**config.mk**
```make
export PLATFORM = sky130hd
export DESIGN_NAME = pc_fetch_unit
export DESIGN_NICKNAME = d
export VERILOG_FILES = /design/src/rtl/pc_fetch_unit_pkg.sv /design/src/rtl/pc_fetch_unit_next_pc_calc.sv /design/src/rtl/pc_fetch_unit.sv
export SDC_FILE = /design/constraint.sdc
export NUM_CORES = 1
export LEC_CHECK = 0
export CAP_MARGIN = 20
export CORE_AREA = 2 2 180 182
export DETAILED_ROUTE_END_ITERATION = 10
export DIE_AREA = 0 0 182 184
export SLEW_MARGIN = 25
export SYNTH_ARGS = -nofsm -noshare
export SYNTH_HDL_FRONTEND = slang
export SYNTH_SLANG_ARGS = --single-unit
```
**constraint.sdc**
```tcl
create_clock -name clk -period 13.86 [get_ports clk]
set_clock_uncertainty 0.2 [all_clocks]
set_input_delay 4.158 -clock clk [delete_from_list [all_inputs] [get_ports clk]]
set_output_delay 4.158 -clock clk [all_outputs]
set_load 0.05 [all_outputs]
```
**src/rtl/pc_fetch_unit_pkg.sv**
```systemverilog
// Shared state encoding and datapath widths for the fetch stage.
package pc_fetch_unit_pkg;
  localparam int INSTR_W   = 32;
  localparam int ADDR_W    = 32;
  localparam int BR_OFF_W  = 16;
  localparam int JMP_IDX_W = 26;
  localparam logic [ADDR_W-1:0] PC_STEP = 32'd4;

  typedef enum logic [1:0] {
    IDLE = 2'd0,
    RUN  = 2'd1,
    HALT = 2'd2
  } state_t;
endpackage

```
**src/rtl/pc_fetch_unit_next_pc_calc.sv**
```systemverilog
// Sequential PC increment and redirect target (jump or sign-extended branch).
// Purely combinational, no backpressure.
module next_pc_calc
  import pc_fetch_unit_pkg::*;
(
  input  logic [ADDR_W-1:0]    pc,
  input  logic [ADDR_W-1:0]    id_pc_plus4,
  input  logic [BR_OFF_W-1:0]  br_offset,
  input  logic [JMP_IDX_W-1:0] jmp_index,
  input  logic                 select,
  output logic [ADDR_W-1:0]    pc_plus4,
  output logic [ADDR_W-1:0]    target
);
  logic [ADDR_W-1:0] br_disp;

  // Word offset becomes a byte displacement: sign-extend, then shift left by two.
  assign br_disp  = {{(ADDR_W-BR_OFF_W-2){br_offset[BR_OFF_W-1]}}, br_offset, 2'b00};
  assign pc_plus4 = pc + PC_STEP;
  assign target   = select ? {id_pc_plus4[ADDR_W-1:ADDR_W-4], jmp_index, 2'b00}
                           : id_pc_plus4 + br_disp;
endmodule

```
**src/rtl/pc_fetch_unit.sv**
```systemverilog
// Fetch stage: owns the PC, registers (instr, pc, pc+4) one cycle after the address is presented,
// holds under id_ready backpressure, redirects with a one-cycle bubble and halts on an all-zero word.
module pc_fetch_unit
  import pc_fetch_unit_pkg::*;
#(
  parameter logic [ADDR_W-1:0] RESET_PC     = 32'h0000_0000,
  parameter bit                HALT_ON_ZERO = 1'b1
) (
  input  logic                 clk,
  input  logic                 rst,
  input  logic                 start,
  output logic [ADDR_W-1:0]    imem_addr,
  input  logic [INSTR_W-1:0]   imem_instr,
  output logic                 id_valid,
  input  logic                 id_ready,
  output logic [INSTR_W-1:0]   id_instr,
  output logic [ADDR_W-1:0]    id_pc,
  output logic [ADDR_W-1:0]    id_pc_plus4,
  input  logic                 br_taken,
  input  logic [BR_OFF_W-1:0]  br_offset,
  input  logic                 jmp,
  input  logic [JMP_IDX_W-1:0] jmp_index,
  output logic                 halted,
  output logic [31:0]          fetch_count
);
  state_t            state;
  logic [ADDR_W-1:0] pc;
  logic [ADDR_W-1:0] pc_plus4;
  logic [ADDR_W-1:0] target;
  logic              fire;
  logic              load_ok;
  logic              redirect;
  logic              zero_hit;

  next_pc_calc u_next_pc (
    .pc          (pc),
    .id_pc_plus4 (id_pc_plus4),
    .br_offset   (br_offset),
    .jmp_index   (jmp_index),
    .select      (jmp),
    .pc_plus4    (pc_plus4),
    .target      (target)
  );

  assign imem_addr = pc;
  assign fire      = id_valid & id_ready;
  assign load_ok   = ~id_valid | fire;
  assign redirect  = fire & (jmp | br_taken);
  assign zero_hit  = load_ok & HALT_ON_ZERO & (imem_instr == '0);

  always_ff @(posedge clk or posedge rst) begin
    if (rst) begin
      state       <= IDLE;
      pc          <= RESET_PC;
      id_valid    <= 1'b0;
      id_instr    <= '0;
      id_pc       <= '0;
      id_pc_plus4 <= '0;
      halted      <= 1'b0;
      fetch_count <= '0;
    end else begin
      case (state)
        IDLE: begin
          if (start) state <= RUN;
        end
        RUN: begin
          // The word at the old pc is wrong-path on a redirect, so it is dropped even if zero.
          if (redirect) begin
            pc       <= target;
            id_valid <= 1'b0;
          end else if (zero_hit) begin
            state  <= HALT;
            halted <= 1'b1;
            if (fire) id_valid <= 1'b0;
          end else if (load_ok) begin
            id_instr    <= imem_instr;
            id_pc       <= pc;
            id_pc_plus4 <= pc_plus4;
            id_valid    <= 1'b1;
            pc          <= pc_plus4;
            if (fetch_count != '1) fetch_count <= fetch_count + 32'd1;
          end
        end
        HALT: begin
          if (fire) id_valid <= 1'b0;
        end
        default: state <= IDLE;
      endcase
    end
  end
endmodule

```
==> results of run 1 <==
==> area by class of cell <==
cell class / count / share of cell area
sequential: 162 / 0.320
multi-input combinational: 860 / 0.393
clock inverter: 15 / 0.0113
tap: 402 / 0.0397
clock buffer: 17 / 0.0336
timing repair buffer: 248 / 0.196
inverter: 22 / 0.00691
==> layout by cell type, fill, tap and decap left out, types with 10 or more instances in the layout <==
| master | Yosys | final |
|---|---|---|
| nor3_1 | 13 | 13 |
| nand2_1 | 283 | 283 |
| nand3_1 | 28 | 28 |
| a31oi_1 | 20 | 20 |
| nor2_1 | 87 | 85 |
| and3_1 | 13 | 13 |
| a21oi_1 | 62 | 62 |
| xnor2_1 | 48 | 48 |
| clkbuf_16 | 0 | 17 |
| a21o_1 | 20 | 20 |
| clkdlybuf4s50_1 | 0 | 240 |
| ha_1 | 34 | 34 |
| inv_1 | 22 | 21 |
| nand4_1 | 19 | 19 |
| xor2_1 | 30 | 30 |
| nor4_1 | 10 | 10 |
| o22ai_1 | 10 | 10 |
| o21ai_0 | 70 | 70 |
| dfrtp_1 | 162 | 162 |
| nand2b_1 | 11 | 11 |
| a211oi_1 | 10 | 10 |
==> worst max-delay path, stage by stage <==
cell and delay, ns:
clkdlybuf4s50_1 0.42, nor4_1 0.48, nand3_1 0.20, or3_1 0.58, nand3_4 0.66, buf_4 0.60
nor2_1 0.11, nor2_1 0.10, a21oi_1 0.07, a31oi_1 0.14, o21ai_0 0.10
==> how the worst min path moves through the flow <==
stage	from	to	slack, ns	depth (start not counted)
floorplan	imem_addr[0]$_DFFE_PP0P_	id_pc[0]$_DFFE_PP0P_	0.26	2
global placement	id_pc[30]$_DFFE_PP0P_	id_pc[30]$_DFFE_PP0P_	0.26	2
detailed placement	halted$_DFFE_PP0P_	halted$_DFFE_PP0P_	0.25	1
CTS	halted$_DFFE_PP0P_	halted$_DFFE_PP0P_	0.27	1
global route	id_instr[13]$_DFFE_PP0P_	id_instr[13]$_DFFE_PP0P_	0.30	2
finish	halted$_DFFE_PP0P_	halted$_DFFE_PP0P_	0.27	1
==> registers in the layout, indices dropped and copies added (netlist names) <==
signal / flops
fetch_count: 32
id_instr: 32
id_pc: 32
imem_addr: 32
id_pc_plus4: 30
state: 2
halted: 1
id_valid: 1
==> cell families (layout without fill, tap and decap cells) <==
| kind of cell | after synthesis | count (layout) | share of synthesized area |
|---|---|---|---|
| AOI/OAI and AO/OA | 240 | 240 | 0.159 |
| xor gates and xnor gates | 78 | 78 | 0.0732 |
| adders and majority gates | 35 | 35 | 0.0477 |
| buffers and inverters | 80 | 302 | 0.0348 |
| DFF | 162 | 162 | 0.434 |
| muxes | 9 | 9 | 0.0101 |
| and+or+nand+nor | 498 | 498 | 0.241 |
==> stage by stage <==
step	hold WS, ns	worst slack [ns]	instances	instance area (um^2)
2_1_floorplan	0.262	5.13	1102	9340
3_3_place_gp	0.257	5.67	1693	12100
3_5_place_dp	0.249	5.71	1693	12100
4_1_cts	0.270	6.15	1725	12700
5_1_grt	0.298	5.88	1726	12700
6_report	0.272	6.26	1726	12700
==> power by group <==
group          internal (mW)  switching [mW]
registers              0.656           0.224
logic                  0.644            1.29
clock network          0.253           0.219
==> synth_stat cells (3+ instances only) <==
library cell / count
nor3_1: 13
buf_1: 4
and2_1: 5
o22ai_1: 10
xnor2_1: 48
o21ai_1: 5
o211ai_1: 3
o31ai_1: 5
a31oi_1: 20
buf_2: 7
buf_4: 4
o21a_1: 3
nand2b_1: 11
and3_4: 3
and3_1: 13
dfrtp_1: 162
nand2_1: 283
a211oi_1: 10
nand3_1: 28
o21ai_0: 70
inv_1: 22
a32o_1: 3
nand4_1: 19
a21o_1: 20
nor2b_1: 3
xor2_1: 30
o22a_1: 3
nor2_1: 87
and4_1: 6
ha_1: 34
a21oi_1: 62
nor4_1: 10
o21bai_1: 4
clkbuf_1: 42
mux2_2: 3
mux2i_1: 6
==> per-layer routing <==
layer,routed length (um),up-vias,global-route usage
met5,0,-,0
met4,400,0,0.0471
met3,2270,26,0.0438
met2,14700,312,0.303
met1,14200,4211,0.256
li1,-,4238,-
==> results_dict.tcl, run 1 <==
set metrics [dict create \
    insertedDiodeCount 0 \
    syn_inst 1102 \
    place_congestion 0.871 \
    yosysTopAreaCell "dfrtp_1" \
    routed_wl_um 31600 \
    critPathKind "in2reg" \
    fin_crit_ns 7.60 \
    seqCellArea_um2 4050 \
    synth_edf_count 0 \
    ys_warn_count 0 \
    status "finished, final reports clean" \
    drive_gt1_frac 0.0498 \
    fillers 3141 \
    maxSlewViolCount 0 \
    fp.coreArea_um2 31400 \
    crit_end "imem_addr[29]$_DFFE_PP0P_" \
    rsz0062_at_grt "false" \
    async_reset_ff_frac 1.00 \
    max_freq_ghz 0.132 \
    worstSetupStartpoint "imem_instr[26]" \
    startpoint_type "primary input" \
    synth_area_um2 9340 \
    synth.distinct_cells 72 \
    multi_input_area_um2 4980 \
    die_area_um2 33500 \
    fin_setup_tns_ns 0 \
    place.detailed.hpwl_um 22900 \
    reg2reg_slack_ns 10.40 \
    grt_pass1_wl_um 49000 \
    fin_nets 1426 \
    cts_tree "done" \
    arrival_ns 7.70 \
    area_growth_pct 35.8 \
    ant_nets 0 \
    track_usage 0.188 \
    ir_drop_v 0.000131 \
    antenna_found_initial 0 \
    power_mw 3.28 \
    syn_area_per_cell_um2 8.47 \
    post_cts_buffers 0 \
    cts_buffers 17 \
    clk_path_buf_depth 2 \
    tightest_slew_ns 1.02 \
    worstPathRequired_ns 13.95 \
    clk_pin_slew_ns 0.07 \
    drtPass1Iterations 7 \
    grt_pass1_vias 8475 \
    hold_buffers 0 \
    root_buffer "clkbuf_16" \
    clock-sinks 162 \
    post_cts_resized 0 \
    finalCoreUtilization 0.404 \
    synth_flop_cell "dfrtp_1" \
    reg2reg_depth 8 \
    r2r-end "fetch_count[10]$_DFFE_PP0P_" \
    vias 8787 \
    drtIter0Drc 576 \
    die_x_um 182 \
    yosys_register_bits 162 \
    worstHoldPathType "reg2reg" \
    clk_latency_ns 0.43 \
    seq_area_frac_synth 0.434 \
    p_leak_nw 5.58 \
    synthTopCellsByArea "dfrtp_1 (43%), nand2_1 (11%), ha_1 (4.6%), xnor2_1 (4.5%), o21ai_0 (3.8%)" \
    finalCritPeriodShare 0.549 \
    final-setup-viol-count 0 \
    worstReg2RegStart "state[1]$_DFFE_PP0P_" \
    endpoint_kind "flop" \
    wl_per_cell_um 18.3 \
    max_slew_margin 0.322 \
    grt_max_degree 65 \
    synth_top_area_frac 0.434 \
    crit_fanout 64 \
    grt_remaining_overflow 0 \
    syn-num-nets 1217 \
    cts_max_level 4 \
    drc 0 \
    cap_viol_max_count 0 \
    p_per_area_nw_per_um2 259 \
    finalHoldViolations 0 \
    port-buffer-count 241 \
    initial_utilization 0.297 \
    via_per_inst 5.09 \
    ioPinCount 242 \
    die_h_um 184 \
    fp-row-count 65 \
]
No activity file was read; power rests on OpenSTA's default activity.
==> inputs of run 2 (changes only) <==
==> constraint.sdc (replaced) <==
create_clock -name clk -period 7.55 [get_ports clk]
set_clock_uncertainty 0.2 [all_clocks]
set_input_delay 2.265 -clock clk [delete_from_list [all_inputs] [get_ports clk]]
set_output_delay 2.265 -clock clk [all_outputs]
set_load 0.05 [all_outputs]
==> results_dict.tcl, run 2 (synthesis results as in run 1) <==
set metrics [dict create \
    p_comb_frac 0.583 \
    cts_buffers 17 \
    reg2reg_depth 11 \
    ant_nets 0 \
    final_cell_mix "nand2_1 (283), clkdlybuf4s50_1 (240), dfrtp_1 (162)" \
    max_slew_margin 0.394 \
    final_common_cell "nand2_1" \
    die_h_um 184 \
    worstReg2RegStart "id_pc_plus4[2]$_DFFE_PP0P_" \
    worstSetupStartpoint "imem_instr[26]" \
    worstPathCellList "clkdlybuf4s50_1 > nor4_1 > nand3_1 > or3_1 > nand3_4 > and4bb_2 > and3_4 > nand3_1 > nor2_1 > xor2_1" \
    final-setup-viol-count 0 \
    fin_nets 1430 \
    ioPinCount 242 \
    rsz0062_at_grt "false" \
    multi_input_area_um2 4970 \
    clock-sinks 162 \
    area_growth_pct 36.3 \
    min_path_cells 2 \
    cts_tree "done" \
    routed_wl_um 31600 \
    cap_viol_max_count 0 \
    place.detailed.hpwl_um 23400 \
    fin_crit_ns 5.41 \
    cpMostUsedCell "nand3_1" \
    fp-row-count 65 \
    slowest_delay_ns 0.61 \
    post_cts_buffers 0 \
    root_buffer "clkbuf_16" \
    grt_remaining_overflow 0 \
    p_per_area_nw_per_um2 478 \
    ir_drop_v 0.000250 \
    finalHoldViolations 0 \
    clk_path_buf_depth 2 \
    fin_ws_ns 2.14 \
    worstPathRequired_ns 7.67 \
    initial_utilization 0.297 \
    critPathKind "in2reg" \
    die_area_um2 33500 \
    finalCoreUtilization 0.405 \
    holdWs_ns 0.277 \
    port-buffer-count 241 \
    place_congestion 0.892 \
    die_x_um 182 \
    drtIter0Drc 633 \
    antenna_found_initial 1 \
    cp_slowest_cell "nand3_4" \
    arrival_ns 5.53 \
    crit_fanout 60 \
    hold_path_startpoint "id_pc[15]$_DFFE_PP0P_" \
    swShare 0.527 \
    finalCritPeriodShare 0.716 \
    grt_pass1_vias 8601 \
    drive_gt1_frac 0.0512 \
    endpoint_kind "flop" \
    track_usage 0.188 \
    clk_latency_ns 0.43 \
    vias 8828 \
    clockPowerShare 0.149 \
    p_leak_nw 5.61 \
    via_per_inst 5.10 \
    insertedDiodeCount 0 \
    seqCellArea_um2 4050 \
    fillers 3117 \
    maxSlewViolCount 0 \
    status "finished, final reports clean" \
    fp.coreArea_um2 31400 \
    grt_pass1_wl_um 49500 \
    seqPwrFrac 0.268 \
    grt_max_degree 61 \
    fin_setup_tns_ns 0 \
    worstHoldPathType "reg2reg" \
    drtPass1Iterations 5 \
    post_cts_resized 0 \
    hold_buffers 0 \
    tightest_slew_ns 0.905 \
    switching_power_mw 3.21 \
    cts_max_level 4 \
    post-place-ws_ns 1.62 \
    max_freq_ghz 0.185 \
    drc 0 \
    startpoint_type "primary input" \
    wl_per_cell_um 18.3 \
    p_int_mw 2.87 \
    clk_pin_slew_ns 0.07 \
]
run 2: final timing paths:
check	endpoint	slack (ns)
max in group asynchronous	imem_addr[6]$_DFFE_PP0P_	3.87
worst max-delay path	fetch_count[23]$_DFFE_PP0P_	2.14
worst max register to register	imem_addr[30]$_DFFE_PP0P_	4.09
worst min register to register	id_pc[15]$_DFFE_PP0P_	0.28
worst min-delay path	id_pc[15]$_DFFE_PP0P_	0.28
min in group asynchronous	fetch_count[24]$_DFFE_PP0P_	2.04
run 2: layer usage:
| layer | share of wire | global-route usage | vias up |
|---|---|---|---|
| met1 | 0.45 | 0.256 | 4221 |
| li1 | - | - | 4244 |
| met2 | 0.46 | 0.295 | 319 |
| met3 | 0.068 | 0.0479 | 42 |
| met5 | 0.00035 | 0 | - |
| met4 | 0.024 | 0.0555 | 2 |
run 2: stage by stage:
stage	instance area (um^2)	total power [mW]	instances
after floorplan	9340	3.94	1102
after global placement	12100	5.15	1697
after detailed placement	12100	5.18	1698
after CTS	12700	6.11	1730
after global routing	12700	6.45	1730
final	12700	6.08	1730
run 2: worst max-delay path: cells and delay by family:
kind / cells / cell delay [ns]
buf+inv: 1 / 0.42
xor+xnor: 1 / 0.14
simple gates: 8 / 2.68
run 2: cell type report:
cell class	count	share of cell area
multi-input combinational	860	0.391
sequential	162	0.319
timing repair buffer	252	0.197
tap	402	0.0395
clock buffer	18	0.0345
clock inverter	14	0.0129
inverter	22	0.00688
run 2: power by group through the flow:
stage          Sequential [mW]  Combinational (mW)  Clock (mW)
3_5_place_dp              1.64                3.55           0
6_report                  1.63                3.54       0.908
3_3_place_gp              1.63                3.52           0
2_1_floorplan             2.63                1.31           0
4_1_cts                   1.63                3.56       0.926
5_1_grt                   1.68                3.80       0.966
==> inputs of run 3 (changes only) <==
==> constraint.sdc (replaced) <==
create_clock -name clk -period 4.85 [get_ports clk]
set_clock_uncertainty 0.2 [all_clocks]
set_input_delay 1.455 -clock clk [delete_from_list [all_inputs] [get_ports clk]]
set_output_delay 1.455 -clock clk [all_outputs]
set_load 0.05 [all_outputs]
==> results_dict.tcl, run 3 (synthesis results as in run 1) <==
set metrics [dict create \
    status "finished, final reports clean" \
    drtPass1Iterations 5 \
    arrival_ns 4.26 \
    hold_path_startpoint "id_instr[19]$_DFFE_PP0P_" \
    grt_max_degree 58 \
    area_growth_pct 37.6 \
    final_cell_mix "nand2_1 (283), clkdlybuf4s50_1 (240), dfrtp_1 (162)" \
    drive_gt1_frac 0.0604 \
    cap_viol_max_count 0 \
    cts_buffers 17 \
    fin_nets 1444 \
    placed_cells 1712 \
    worstPathRequired_ns 4.95 \
    tightest_slew_ns 0.852 \
    post_cts_resized 0 \
    p_per_area_nw_per_um2 740 \
    finalHoldViolations 0 \
    grt_pass1_vias 8820 \
    endpoint_kind "flop" \
    wl_per_cell_um 18.7 \
    clk_latency_ns 0.43 \
    routed_wl_um 32600 \
    fin_crit_ns 4.17 \
    grt_pass1_wl_um 51300 \
    final_common_cell "nand2_1" \
    vias 8934 \
    fin_setup_tns_ns 0 \
    max_slew_margin 0.430 \
    post_cts_buffers 0 \
    root_buffer "clkbuf_16" \
    worstSetupStartpoint "br_offset[0]" \
    p_leak_nw 5.67 \
    ir_drop_v 0.000346 \
    worstHoldPathType "reg2reg" \
    final-setup-viol-count 0 \
    power_mw 9.51 \
    via_per_inst 5.12 \
    rsz0062_at_grt "false" \
    cts_max_level 4 \
    grt_remaining_overflow 0 \
    initial_utilization 0.297 \
    drc 0 \
    place_congestion 0.869 \
    crit_fanout 4 \
    finalCritPeriodShare 0.859 \
    place.detailed.hpwl_um 24100 \
    clock-sinks 162 \
    antenna_found_initial 1 \
    die_h_um 184 \
    die_x_um 182 \
    clk_path_buf_depth 2 \
    fp-row-count 65 \
    die_area_um2 33500 \
    port-buffer-count 241 \
    maxSlewViolCount 0 \
    max_freq_ghz 0.240 \
    critPathKind "in2reg" \
    fp.coreArea_um2 31400 \
    ioPinCount 242 \
    ant_nets 0 \
    insertedDiodeCount 0 \
    worstReg2RegStart "imem_addr[2]$_DFFE_PP0P_" \
    cts_tree "done" \
    hold_buffers 0 \
    track_usage 0.196 \
    fillers 3119 \
    drtIter0Drc 671 \
    stdcell_count 1744 \
    clk_pin_slew_ns 0.08 \
    startpoint_type "primary input" \
]
## run 3: cell count changes in the layout (fill, tap and decap cells not counted)
| cell | previous run | this run |
|---|---|---|
| buf_12 | 1 | 4 |
| clkinv_4 | 2 | 4 |
| inv_8 | 6 | 2 |
| clkinv_8 | 1 | 0 |
| clkbuf_1 | 0 | 1 |
| inv_6 | 3 | 5 |
| buf_4 | 10 | 21 |
## run 3: path summary, 6_finish.rpt
check,endpoint,slack [ns],cells after the start
setup / recovery,imem_addr[28]$_DFFE_PP0P_,0.68,13
max in group asynchronous,id_pc_plus4[26]$_DFFE_PP0P_,2.41,3
hold reg to reg,id_instr[19]$_DFFE_PP0P_,0.28,2
setup reg to reg,imem_addr[30]$_DFFE_PP0P_,1.48,10
hold / removal,id_instr[19]$_DFFE_PP0P_,0.28,2
min in group asynchronous,fetch_count[7]$_DFFE_PP0P_,1.24,2
## run 3: cell type report
class	instances	area [um^2]	share of cell area
Timing Repair Buffer	266	2650	0.206
Clock buffer	19	443	0.0345
Sequential cell	162	4050	0.316
Tap cell	402	503	0.0392
Multi-Input combinational cell	860	4970	0.387
Inverter	22	86.3	0.00672
Clock inverter	13	139	0.0108
## run 3: metrics by stage
step | setup slack, ns | util | hold WS, ns | area [um^2]
after CTS | 0.684 | 0.409 | 0.280 | 12800
after floorplan | 0.849 | - | 0.262 | 9340
after detailed placement | 0.227 | 0.391 | 0.254 | 12300
after global routing | 0.454 | 0.409 | 0.302 | 12800
final | 0.683 | 0.409 | 0.277 | 12800
after global placement | 0.249 | 0.391 | 0.248 | 12300
## run 3: report_power, final
| group | internal, mW | switching [mW] | total [mW] |
|---|---|---|---|
| clock | 0.740 | 0.637 | 1.38 |
| sequential | 1.88 | 0.647 | 2.52 |
| combinational | 1.91 | 3.71 | 5.61 |
| total | 4.52 | 4.99 | 9.51 |
## run 3: critical path: stages
cell and delay (ns):
clkdlybuf4s50_1 0.40, ha_1 0.23, fa_1 0.42, a21o_1 0.22, a211oi_2 0.26, o21ai_1 0.15
a31oi_2 0.27, o21ai_1 0.14, a41oi_2 0.23, buf_4 0.16, o41ai_1 0.09, xnor2_1 0.15
a21oi_1 0.08
## run 3: layer usage
metal	wire, um	vias up	GRT usage
li1	-	4266	-
met1	14500	4317	0.263
met2	15100	319	0.317
met3	2560	30	0.0565
met4	392	2	0.0377
met5	17	-	0
